**config.mk**
```make
export PLATFORM = sky130hd
export DESIGN_NAME = rgmii_tx_sequencer
export DESIGN_NICKNAME = d
export VERILOG_FILES = /design/src/rtl/rgmii_tx_sequencer.sv
export SDC_FILE = /design/constraint.sdc
export NUM_CORES = 1
export LEC_CHECK = 0
export ABC_AREA = 1
export CORE_MARGIN = 1
export CORE_UTILIZATION = 30
export DETAILED_ROUTE_END_ITERATION = 8
export GPL_ROUTABILITY_DRIVEN = 0
export SLEW_MARGIN = 5
export SYNTH_ARGS = -nofsm -noshare
export SYNTH_HDL_FRONTEND = slang
export SYNTH_SLANG_ARGS = --single-unit
```
**constraint.sdc**
```tcl
create_clock -name clk -period 1.75 [get_ports clk]
set_input_delay 0.35 -clock clk [delete_from_list [all_inputs] [get_ports clk]]
set_output_delay 0.35 -clock clk [all_outputs]
set_load 0.05 [all_outputs]
```
**src/rtl/rgmii_tx_sequencer.sv**
```systemverilog
// rtl/rgmii_tx_sequencer.sv - RGMII transmit framer: preamble/SFD, data, underflow abort, IFG
// Byte stream in, DDR-register nibble pairs out; 1G DDR or 10/100 nibble-per-cycle SDR.
module rgmii_tx_sequencer #(
  parameter int IFG_BYTES = 12
) (
  input  logic       clk,
  input  logic       rst,
  input  logic       speed_1g,
  input  logic [7:0] s_data,
  input  logic       s_valid,
  input  logic       s_last,
  output logic       s_ready,
  output logic [3:0] txd_d1,
  output logic [3:0] txd_d2,
  output logic       txctl_d1,
  output logic       txctl_d2,
  output logic       busy,
  output logic       underflow
);

  typedef enum logic [2:0] {IDLE, PREAMBLE, DATA, DRAIN, IFG} state_t;

  localparam logic [7:0] IFG_LAST = 8'(IFG_BYTES - 1);

  state_t     state, state_n;
  logic       mode, mode_n;
  logic       phase, phase_n;
  logic [2:0] pre_cnt, pre_cnt_n;
  logic [7:0] ifg_cnt, ifg_cnt_n;
  logic [3:0] hold, hold_n;
  logic       hold_last, hold_last_n;
  logic       hold_err, hold_err_n;

  logic       em_mode;
  logic [7:0] em_byte;
  logic       em_en, em_er, em_under;
  logic [3:0] d1_n, d2_n, nib;

  always_comb begin
    s_ready = 1'b0;
    case (state)
      DATA:    s_ready = mode | ~phase;
      DRAIN:   s_ready = 1'b1;
      default: s_ready = 1'b0;
    endcase
  end

  always_comb begin
    state_n     = state;
    mode_n      = mode;
    phase_n     = phase;
    pre_cnt_n   = pre_cnt;
    ifg_cnt_n   = ifg_cnt;
    hold_n      = hold;
    hold_last_n = hold_last;
    hold_err_n  = hold_err;
    em_mode     = mode;
    em_byte     = 8'h00;
    em_en       = 1'b0;
    em_er       = 1'b0;
    em_under    = 1'b0;
    case (state)
      IDLE: begin
        // The start cycle already emits the first preamble byte-time so the
        // output gap between frames is exactly IFG_BYTES byte-times.
        if (s_valid) begin
          state_n   = PREAMBLE;
          mode_n    = speed_1g;
          em_mode   = speed_1g;
          em_byte   = 8'h55;
          em_en     = 1'b1;
          pre_cnt_n = speed_1g ? 3'd1 : 3'd0;
          phase_n   = ~speed_1g;
        end
      end
      PREAMBLE: begin
        em_en   = 1'b1;
        em_byte = (pre_cnt == 3'd7) ? 8'hD5 : 8'h55;
        phase_n = mode ? 1'b0 : ~phase;
        if (mode || phase) begin
          if (pre_cnt == 3'd7) begin
            state_n   = DATA;
            pre_cnt_n = 3'd0;
          end else begin
            pre_cnt_n = pre_cnt + 3'd1;
          end
        end
      end
      DATA: begin
        em_en = 1'b1;
        if (mode) begin
          if (s_valid) begin
            em_byte = s_data;
            if (s_last) begin
              state_n   = IFG;
              ifg_cnt_n = 8'd0;
            end
          end else begin
            em_er    = 1'b1;
            em_under = 1'b1;
            state_n  = DRAIN;
          end
        end else if (!phase) begin
          phase_n = 1'b1;
          if (s_valid) begin
            em_byte     = s_data;
            hold_n      = s_data[7:4];
            hold_last_n = s_last;
            hold_err_n  = 1'b0;
          end else begin
            em_er       = 1'b1;
            em_under    = 1'b1;
            hold_n      = 4'h0;
            hold_last_n = 1'b0;
            hold_err_n  = 1'b1;
          end
        end else begin
          phase_n = 1'b0;
          em_er   = hold_err;
          em_byte = {hold, 4'h0};
          if (hold_err) begin
            state_n = DRAIN;
          end else if (hold_last) begin
            state_n   = IFG;
            ifg_cnt_n = 8'd0;
          end
        end
      end
      DRAIN: begin
        phase_n = 1'b0;
        if (s_valid && s_last) begin
          state_n   = IFG;
          ifg_cnt_n = 8'd0;
        end
      end
      IFG: begin
        phase_n = mode ? 1'b0 : ~phase;
        if (mode || phase) begin
          if (ifg_cnt == IFG_LAST) begin
            state_n   = IDLE;
            ifg_cnt_n = 8'd0;
          end else begin
            ifg_cnt_n = ifg_cnt + 8'd1;
          end
        end
      end
      default: state_n = IDLE;
    endcase
  end

  // 10/100 drives one nibble per cycle on both DDR halves.
  always_comb begin
    nib = phase ? em_byte[7:4] : em_byte[3:0];
    if (em_mode) begin
      d1_n = em_byte[3:0];
      d2_n = em_byte[7:4];
    end else begin
      d1_n = nib;
      d2_n = nib;
    end
  end

  always_ff @(posedge clk) begin
    if (rst) begin
      state     <= IDLE;
      mode      <= 1'b0;
      phase     <= 1'b0;
      pre_cnt   <= 3'd0;
      ifg_cnt   <= 8'd0;
      hold      <= 4'h0;
      hold_last <= 1'b0;
      hold_err  <= 1'b0;
      txd_d1    <= 4'h0;
      txd_d2    <= 4'h0;
      txctl_d1  <= 1'b0;
      txctl_d2  <= 1'b0;
      busy      <= 1'b0;
      underflow <= 1'b0;
    end else begin
      state     <= state_n;
      mode      <= mode_n;
      phase     <= phase_n;
      pre_cnt   <= pre_cnt_n;
      ifg_cnt   <= ifg_cnt_n;
      hold      <= hold_n;
      hold_last <= hold_last_n;
      hold_err  <= hold_err_n;
      txd_d1    <= d1_n;
      txd_d2    <= d2_n;
      txctl_d1  <= em_en;
      txctl_d2  <= em_en ^ em_er;
      busy      <= (state_n != IDLE);
      underflow <= em_under;
    end
  end

endmodule

```
==> metrics.md, run 1 <==
| Metric | Value |
|---|---|
| Final setup viols | `0` |
| Number of vias per cell | `approximately 4.7` |
| H-Tree Depth | `2` |
| Clock tree from TritonCTS | `yes` |
| Die H | `approximately 85 microns` |
| 1st-iter DRT viols | `116` |
| Most common cell after layout, fill and taps aside | `nand2_1` |
| Combinational power share | `21.4%` |
| Largest net degree at the start of global routing | `20` |
| Share of layout cells above drive strength 1 | `approximately 20%` |
| Area Growth Syn to Fin | `22.8%` |
| Reg2reg start | `state[2]$_SDFF_PP0_` |
| Kind of critical path | `reg2out` |
| Clock root cell | `clkbuf_8` |
| Fin crit share | `95.6%` |
| CP max FO | `8` |
| CP cell instances | `buf_4 > nand2_4 > inv_2 > a21oi_4 > buf_12` |
| Pre-antenna DRT Iters | `4` |
| CP max-delay cell | `dfxtp_2` |
| Antenna viol nets, final | `0` |
| Drc violations | `0` |
| Critical path endpoint category | `output port` |
| Ys Warns | `0` |
| Initial antenna violation count | `0` |
| R2R setup slack | `0.27 ns` |
| Net Sw Frac | `between 30% and 40%` |
| Worst path top cell family by delay | `buffers and inverters` |
| Number of global-route vias before repair | `between 1,500 and 2,000` |
| Hold Path Class | `reg2reg` |
| Slew @ Worst Pin | `roughly 0.35 ns` |
| # rows | `30` |
| CTS Buf Count | `5` |
| Chip Width | `85.4 microns` |
| WP buf/inv | `3` |
| R2R Path End | `ifg_cnt[2]$_SDFFE_PP0P_` |
| Final max-slew violation count | `0` |
| Unrepaired setup endpoints after global routing | `false` |
| Seq/Total Area, Yosys | `32.6%` |
| Util after Layout | `37.9%` |
| Hpwl dp | `3720 microns` |
| FF+latch area | `682 sq um` |
| CTS max path bufs | `2` |
| Worst Hold Margin | `0.472 ns` |
| Worst-case hold path end point | `hold_last$_SDFFE_PP0P_` |
| Routed via count | `approximately 2,000` |
| GRT overflow | `0` |
| # diodes | `0` |
| CP arrival | `1.32 ns` |
| Avg Cell Area, Syn | `6.73 sq um` |
| Commonest non-fill, non-tap cells in the layout | `90 x nand2_1, 33 x dfxtp_1, 31 x inv_1, 27 x nand3_1, 24 x nor2_1` |
| Fillcell total | `about 700` |
| Worst setup margin | `0.0761 ns` |
| Nets | `362` |
| Post-CTS Setup Inserts | `0` |
| Core Region | `just under 0.007 sq mm` |
| Int Pwr | `1.26 mW` |
| Net load switching power | `about 0.57 mW` |
| Hold path cells | `2` |
| Fmax | `roughly 600 MHz` |
| WL/cell | `11.5 microns` |
| Power Density | `715 mW/mm^2` |
| Hold_sp | `hold_last$_SDFFE_PP0P_` |
| Max_slew headroom | `around 77%` |
| Worst slack at placement | `between 0.05 and 0.06 ns` |
| Final Hold Fails | `0` |
| CTS clk-pin slew, worst paths | `0.08 ns` |
| Initial Utilization | `30.9%` |
| Min Clock Period, post-route | `1.67 ns` |
| Cell variety after synth | `31` |
| Synthesis-stage register bit count | `34` |
| Flop pwr share | `45.2%` |
| Footprint of the multi-input gates | `between 0.001 and 0.0015 sq mm` |
| Max IR drop VDD | `0.274 mV` |
| Clk pwr share | `about 33%` |
| Skew-Pair Late Insertion Delay | `0.29 ns` |
| Max Cap Viol | `0` |
| Area of the mapped netlist | `0.00209 sq mm` |
| Largest stage delay, worst path | `~0.35 ns` |
| Startpoint Class | `register` |
| First-pass GRT wire length | `around 8400 microns` |
| Fin Clk Skew | `0.0118 ns` |
| Setup TNS | `0 ns` |
| Io pins | `26` |
| Routed WL | `4900 microns` |
| Worst EP required | `about 1.4 ns` |
| Cell leakage power | `1.16 nW` |
| Cell depth of the worst flop-to-flop path | `8` |
| Status | `complete, no violations` |
| Clock sinks | `34` |
| Mapped Cells | `310` |
| Die outline area | `0.00729 sq mm` |
| GRT Total Usage | `about 14%` |
| Syn nets | `326` |
| I/O Buffers | `25` |
==> registers in the layout, summed over array words and instances, names as in the netlist, 3 cells and up <==
signal   cells
hold         4
txd_d1       4
txd_d2       4
ifg_cnt      8
state        3
pre_cnt      3
==> cell usage after synthesis, drive strengths merged <==
master    n  share of area [%]
nand2   101                 21
nor2     36                 10
inv      38                7.1
o21bai    2               0.72
a21oi    24                5.8
o21ai    14                3.7
nand4     5                1.5
clkinv    1               0.18
nor4      1               0.30
dfxtp    34                 33
buf       6                2.6
nand3    32                8.9
o211ai    3                1.1
clkbuf    2               0.36
nor3      4               0.96
a211oi    3                1.1
xnor2     1               0.42
ha        3                1.8
==> layer usage <==
| metal | global-route usage [%] | routed length, microns | vias to the layer above |
|---|---|---|---|
| met5 | 0 | 0 | - |
| met4 | 4.09 | 57 | 0 |
| met2 | 22.6 | 2230 | 33 |
| met1 | 19.6 | 2420 | 888 |
| li1 | - | - | 1070 |
| met3 | 2.92 | 194 | 5 |
==> worst max-delay path by stage <==
| stage | start | end | slack (ns) | depth (start not counted) |
|---|---|---|---|---|
| after detailed placement | s_valid | txd_d1[2]$_SDFF_PP0_ | 0.05 | 7 |
| after global placement | s_valid | txd_d1[2]$_SDFF_PP0_ | 0.06 | 7 |
| after global routing | state[0]$_SDFF_PP0_ | s_ready | 0.02 | 3 |
| after CTS | phase$_SDFFE_PP0P_ | s_ready | 0.009 | 5 |
| final | phase$_SDFFE_PP0P_ | s_ready | 0.08 | 5 |
| after floorplan | mode$_SDFF_PP0_ | s_ready | 0.15 | 4 |
==> stage by stage <==
| step | cells | total power [mW] | cell area, sq um |
|---|---|---|---|
| after floorplan | 310 | 1.11 | 2090 |
| after global placement | 419 | 1.23 | 2460 |
| after detailed placement | 419 | 1.23 | 2460 |
| after CTS | 427 | 1.84 | 2550 |
| after global routing | 427 | 1.92 | 2560 |
| final | 427 | 1.83 | 2560 |
==> cell families (layout without fill, tap and decap cells) <==
logic type	Yosys count	after routing	synth area share [%]
flops	34	34	32.6
xor+xnor	1	1	0.420
buf+inv	47	84	10.2
simple gates	179	179	42.6
fa+ha+maj	3	3	1.80
compound gates	46	46	12.4
==> power groups by stage <==
stage	Sequential (mW)	Clock, mW	Combinational (mW)
global route	0.831	0.653	0.432
CTS	0.827	0.622	0.392
finish	0.827	0.612	0.392
global placement	0.845	0	0.387
detailed placement	0.845	0	0.390
floorplan	0.916	0	0.194
==> cell type report <==
| cell class | instances | share of cell area, % |
|---|---|---|
| clock buffers | 7 | 3.37 |
| clock inverters | 1 | 0.195 |
| inverters | 39 | 5.91 |
| multi-input cells | 229 | 47.0 |
| flip-flops and latches | 34 | 26.6 |
| well taps | 80 | 3.91 |
| repair buffers | 37 | 13.0 |
==> timing repair <==
item | in CTS | in global routing
endpoints found under the hold margin | 0 | 0
setup endpoints to repair | 0 | 1
resized for setup | 0 | 2
hold buffers | 0 | 0
==> worst reg2reg max path, cell delays in order (launching register included) <==
cell and delay (ns):
dfxtp_1 0.53, buf_4 0.21, nand2_4 0.11, nand2_2 0.10
inv_2 0.04, nor2_4 0.15, nand2_4 0.11, nand2_1 0.08
a21oi_1 0.06
No activity file was read; power rests on OpenSTA's default activity.
==> inputs of run 2 (changes only) <==
--- a/config.mk
+++ b/config.mk
@@ -6,10 +6,12 @@
 export NUM_CORES = 1
 export LEC_CHECK = 0
 export ABC_AREA = 1
+export CAP_MARGIN = 25
 export CORE_MARGIN = 1
-export CORE_UTILIZATION = 30
+export CORE_UTILIZATION = 45
 export DETAILED_ROUTE_END_ITERATION = 8
 export GPL_ROUTABILITY_DRIVEN = 0
+export PLACE_DENSITY = 0.67
 export SLEW_MARGIN = 5
 export SYNTH_ARGS = -nofsm -noshare
 export SYNTH_HDL_FRONTEND = slang
==> metrics.md, run 2 (synthesis results as in run 1) <==
| Metric | Value |
|---|---|
| Status | `complete, no violations (unchanged)` |
| Post-CTS Setup Inserts | `0 (unchanged)` |
| Met2 usage | `32.4% (was 22.6%)` |
| Total Power | `1.78 mW (was 1.83 mW)` |
| First-pass GRT wire length | `8310 microns (was 8360 microns)` |
| Final max-slew violation count | `0 (unchanged)` |
| Hold_sp | `hold[3]$_SDFFE_PP0P_ (was hold_last$_SDFFE_PP0P_)` |
| Most common cell after layout, fill and taps aside | `nand2_1 (unchanged)` |
| Worst EP required | `1.40 ns (about the same)` |
| Die H | `70.1 microns (was 85.4 microns)` |
| Initial Utilization | `47.3% (was 30.9%)` |
| Max reg flops | `8 (unchanged)` |
| Die outline area | `0.00491 sq mm (was 0.00729 sq mm)` |
| # rows | `24 (was 30)` |
| R2R Path End | `busy$_SDFF_PP0_ (was ifg_cnt[2]$_SDFFE_PP0P_)` |
| Startpoint Class | `register (unchanged)` |
| Kind of critical path | `reg2out (unchanged)` |
| H-Tree Depth | `2 (unchanged)` |
| Final setup viols | `0 (unchanged)` |
| CTS max path bufs | `2 (unchanged)` |
| Hold Path Class | `reg2reg (unchanged)` |
| Hold buffers post-CTS | `0 (unchanged)` |
| CP max FO | `8 (unchanged)` |
| Met1 usage | `29.4% (was 19.6%)` |
| Top reg by flops | `ifg_cnt (unchanged)` |
| Routed WL | `4710 microns (was 4900 microns)` |
| Initial antenna violation count | `0 (unchanged)` |
| Fmax | `607 MHz (was 597 MHz)` |
| CTS clk-pin slew, worst paths | `0.06 ns (was 0.08 ns)` |
| Setup crit end | `s_ready (unchanged)` |
| Fin crit share | `94.1% (was 95.6%)` |
| Cell depth of the worst flop-to-flop path | `6 (was 8)` |
| R2R setup slack | `0.23 ns (was 0.27 ns)` |
| Commonest non-fill, non-tap cells in the layout | `90 x nand2_1, 34 x dfxtp_1, 31 x inv_1, 27 x nand3_1 (was 90 x nand2_1, 33 x dfxtp_1, 31 x inv_1, 27 x nand3_1, 24 x nor2_1)` |
| Min Clock Period, post-route | `1.65 ns (was 1.67 ns)` |
| Fin Clk Skew | `0.00391 ns (was 0.0118 ns)` |
| Share of layout cells above drive strength 1 | `20.0% (was 20.5%)` |
| Routed via count | `2,018 (was 1,996)` |
| Cell leakage power | `1.15 nW (was 1.16 nW)` |
| Critical path endpoint category | `output port (unchanged)` |
| # diodes | `0 (unchanged)` |
| Combinational power share | `21.8% (was 21.4%)` |
| WL/cell | `11.9 microns (was 11.5 microns)` |
| 1st-iter DRT viols | `183 (was 116)` |
| Max IR drop VDD | `0.493 mV (was 0.274 mV)` |
| Drc violations | `0 (unchanged)` |
| CTS Buf Count | `5 (unchanged)` |
| GRT Total Usage | `21.1% (was 14.2%)` |
| Core Region | `0.00441 sq mm (was 0.00676 sq mm)` |
| Number of vias per cell | `5.08 (was 4.67)` |
| Clk pwr share | `31.7% (was 33.4%)` |
| Unrepaired setup endpoints after global routing | `false (unchanged)` |
| Max_slew headroom | `76.5% (was 76.6%)` |
| Int Pwr | `1.25 mW (was 1.26 mW)` |
| Skew-Pair Late Insertion Delay | `0.28 ns (was 0.29 ns)` |
| Clock tree from TritonCTS | `yes (unchanged)` |
| Antenna viol nets, final | `0 (unchanged)` |
| Footprint of the multi-input gates | `0.00120 sq mm (about the same)` |
| Clock root cell | `clkbuf_8 (unchanged)` |
| Reg2reg start | `ifg_cnt[0]$_SDFFE_PP0P_ (was state[2]$_SDFF_PP0_)` |
| Max Cap Viol | `0 (unchanged)` |
| FF+latch area | `681 sq um (was 682 sq um)` |
| CP arrival | `1.30 ns (was 1.32 ns)` |
| Setup TNS | `0 ns (unchanged)` |
| Nets | `362 (unchanged)` |
| Power Density | `715 mW/mm^2 (about the same)` |
| Clock sinks | `34 (unchanged)` |
| Flop pwr share | `46.4% (was 45.2%)` |
| Final Hold Fails | `0 (unchanged)` |
| Grt peak-use layer | `met2 (unchanged)` |
| Net load switching power | `0.537 mW (was 0.569 mW)` |
| Chip Width | `70.1 microns (was 85.4 microns)` |
| Largest net degree at the start of global routing | `14 (was 20)` |
| I/O Buffers | `25 (unchanged)` |
| Area Growth Syn to Fin | `19.7% (was 22.8%)` |
| GRT met3 Usage | `4.33% (was 2.92%)` |
| Crit. Startpoint | `phase$_SDFFE_PP0P_ (unchanged)` |
| Hpwl dp | `3660 microns (was 3720 microns)` |
| Slew @ Worst Pin | `0.350 ns (about the same)` |
| Io pins | `26 (unchanged)` |
| Net Sw Frac | `30.1% (was 31.1%)` |
| Number of global-route vias before repair | `1,850 (was 1,839)` |
| Fillcell total | `442 (was 706)` |
| Pre-antenna DRT Iters | `4 (unchanged)` |
| GRT overflow | `0 (unchanged)` |
| Cts repair resizes | `0 (unchanged)` |
-- run 2: changes by cell type in the layout (fill, tap and decap cells not counted), sizes merged --
cell,delta
clkbuf,-1
clkinv,-1
-- run 2: final cells by class --
class / count / area share [%]
inverter: 39 / 6.07
multi-input combinational: 229 / 47.9
timing repair buffer: 37 / 12.8
clock buffer: 6 / 3.31
sequential: 34 / 27.3
tap: 52 / 2.61
-- run 2: worst min-delay path by stage --
stage,endpoint,slack [ns],cells past startpoint
final,hold[3]$_SDFFE_PP0P_,0.47,2
after global routing,hold[2]$_SDFFE_PP0P_,0.50,2
after CTS,hold[3]$_SDFFE_PP0P_,0.47,2
after detailed placement,hold[3]$_SDFFE_PP0P_,0.45,2
after global placement,hold[2]$_SDFFE_PP0P_,0.46,2
after floorplan,mode$_SDFF_PP0_,0.43,1
-- run 2: power groups by stage --
stage               logic, mW  registers [mW]  clock network [mW]
floorplan               0.194           0.916                   0
global placement        0.389           0.845                   0
detailed placement      0.389           0.845                   0
CTS                     0.389           0.828               0.585
global route            0.426           0.832               0.617
finish                  0.390           0.828               0.566
-- run 2: stage by stage --
step | setup slack [ns] | util [%] | cell area (sq um) | hold slack, ns | std cells
4_1_cts | 0.0880 | 56.5 | 2500 | 0.468 | 397
3_3_place_gp | 0.0242 | 54.7 | 2410 | 0.456 | 391
3_5_place_dp | 0.0426 | 54.7 | 2410 | 0.454 | 391
2_1_floorplan | 0.150 | - | 2090 | 0.432 | 310
6_report | 0.103 | 56.5 | 2500 | 0.465 | 397
5_1_grt | 0.0276 | 56.5 | 2500 | 0.501 | 397
-- run 2: worst max-delay path: stages, from the launching register on --
cell     delay (ns)
dfxtp_1        0.51
nand2_4        0.14
inv_2          0.12
a21oi_2        0.08
buf_12         0.15
-- run 2: per-layer routing --
layer  part of all wire, %  routed length [microns]
met2                    44                     2070
met5                     0                        0
met1                    49                     2290
met3                   6.2                      291
met4                   1.2                       57
==> inputs of run 3 (changes only) <==
--- a/config.mk
+++ b/config.mk
@@ -9,6 +9,7 @@
 export CAP_MARGIN = 25
 export CORE_MARGIN = 1
 export CORE_UTILIZATION = 45
+export CTS_CLUSTER_DIAMETER = 60
 export DETAILED_ROUTE_END_ITERATION = 8
 export GPL_ROUTABILITY_DRIVEN = 0
 export PLACE_DENSITY = 0.67
==> results of run 3 <==
The final DEF is identical to that of run 2; final timing and power are the same.
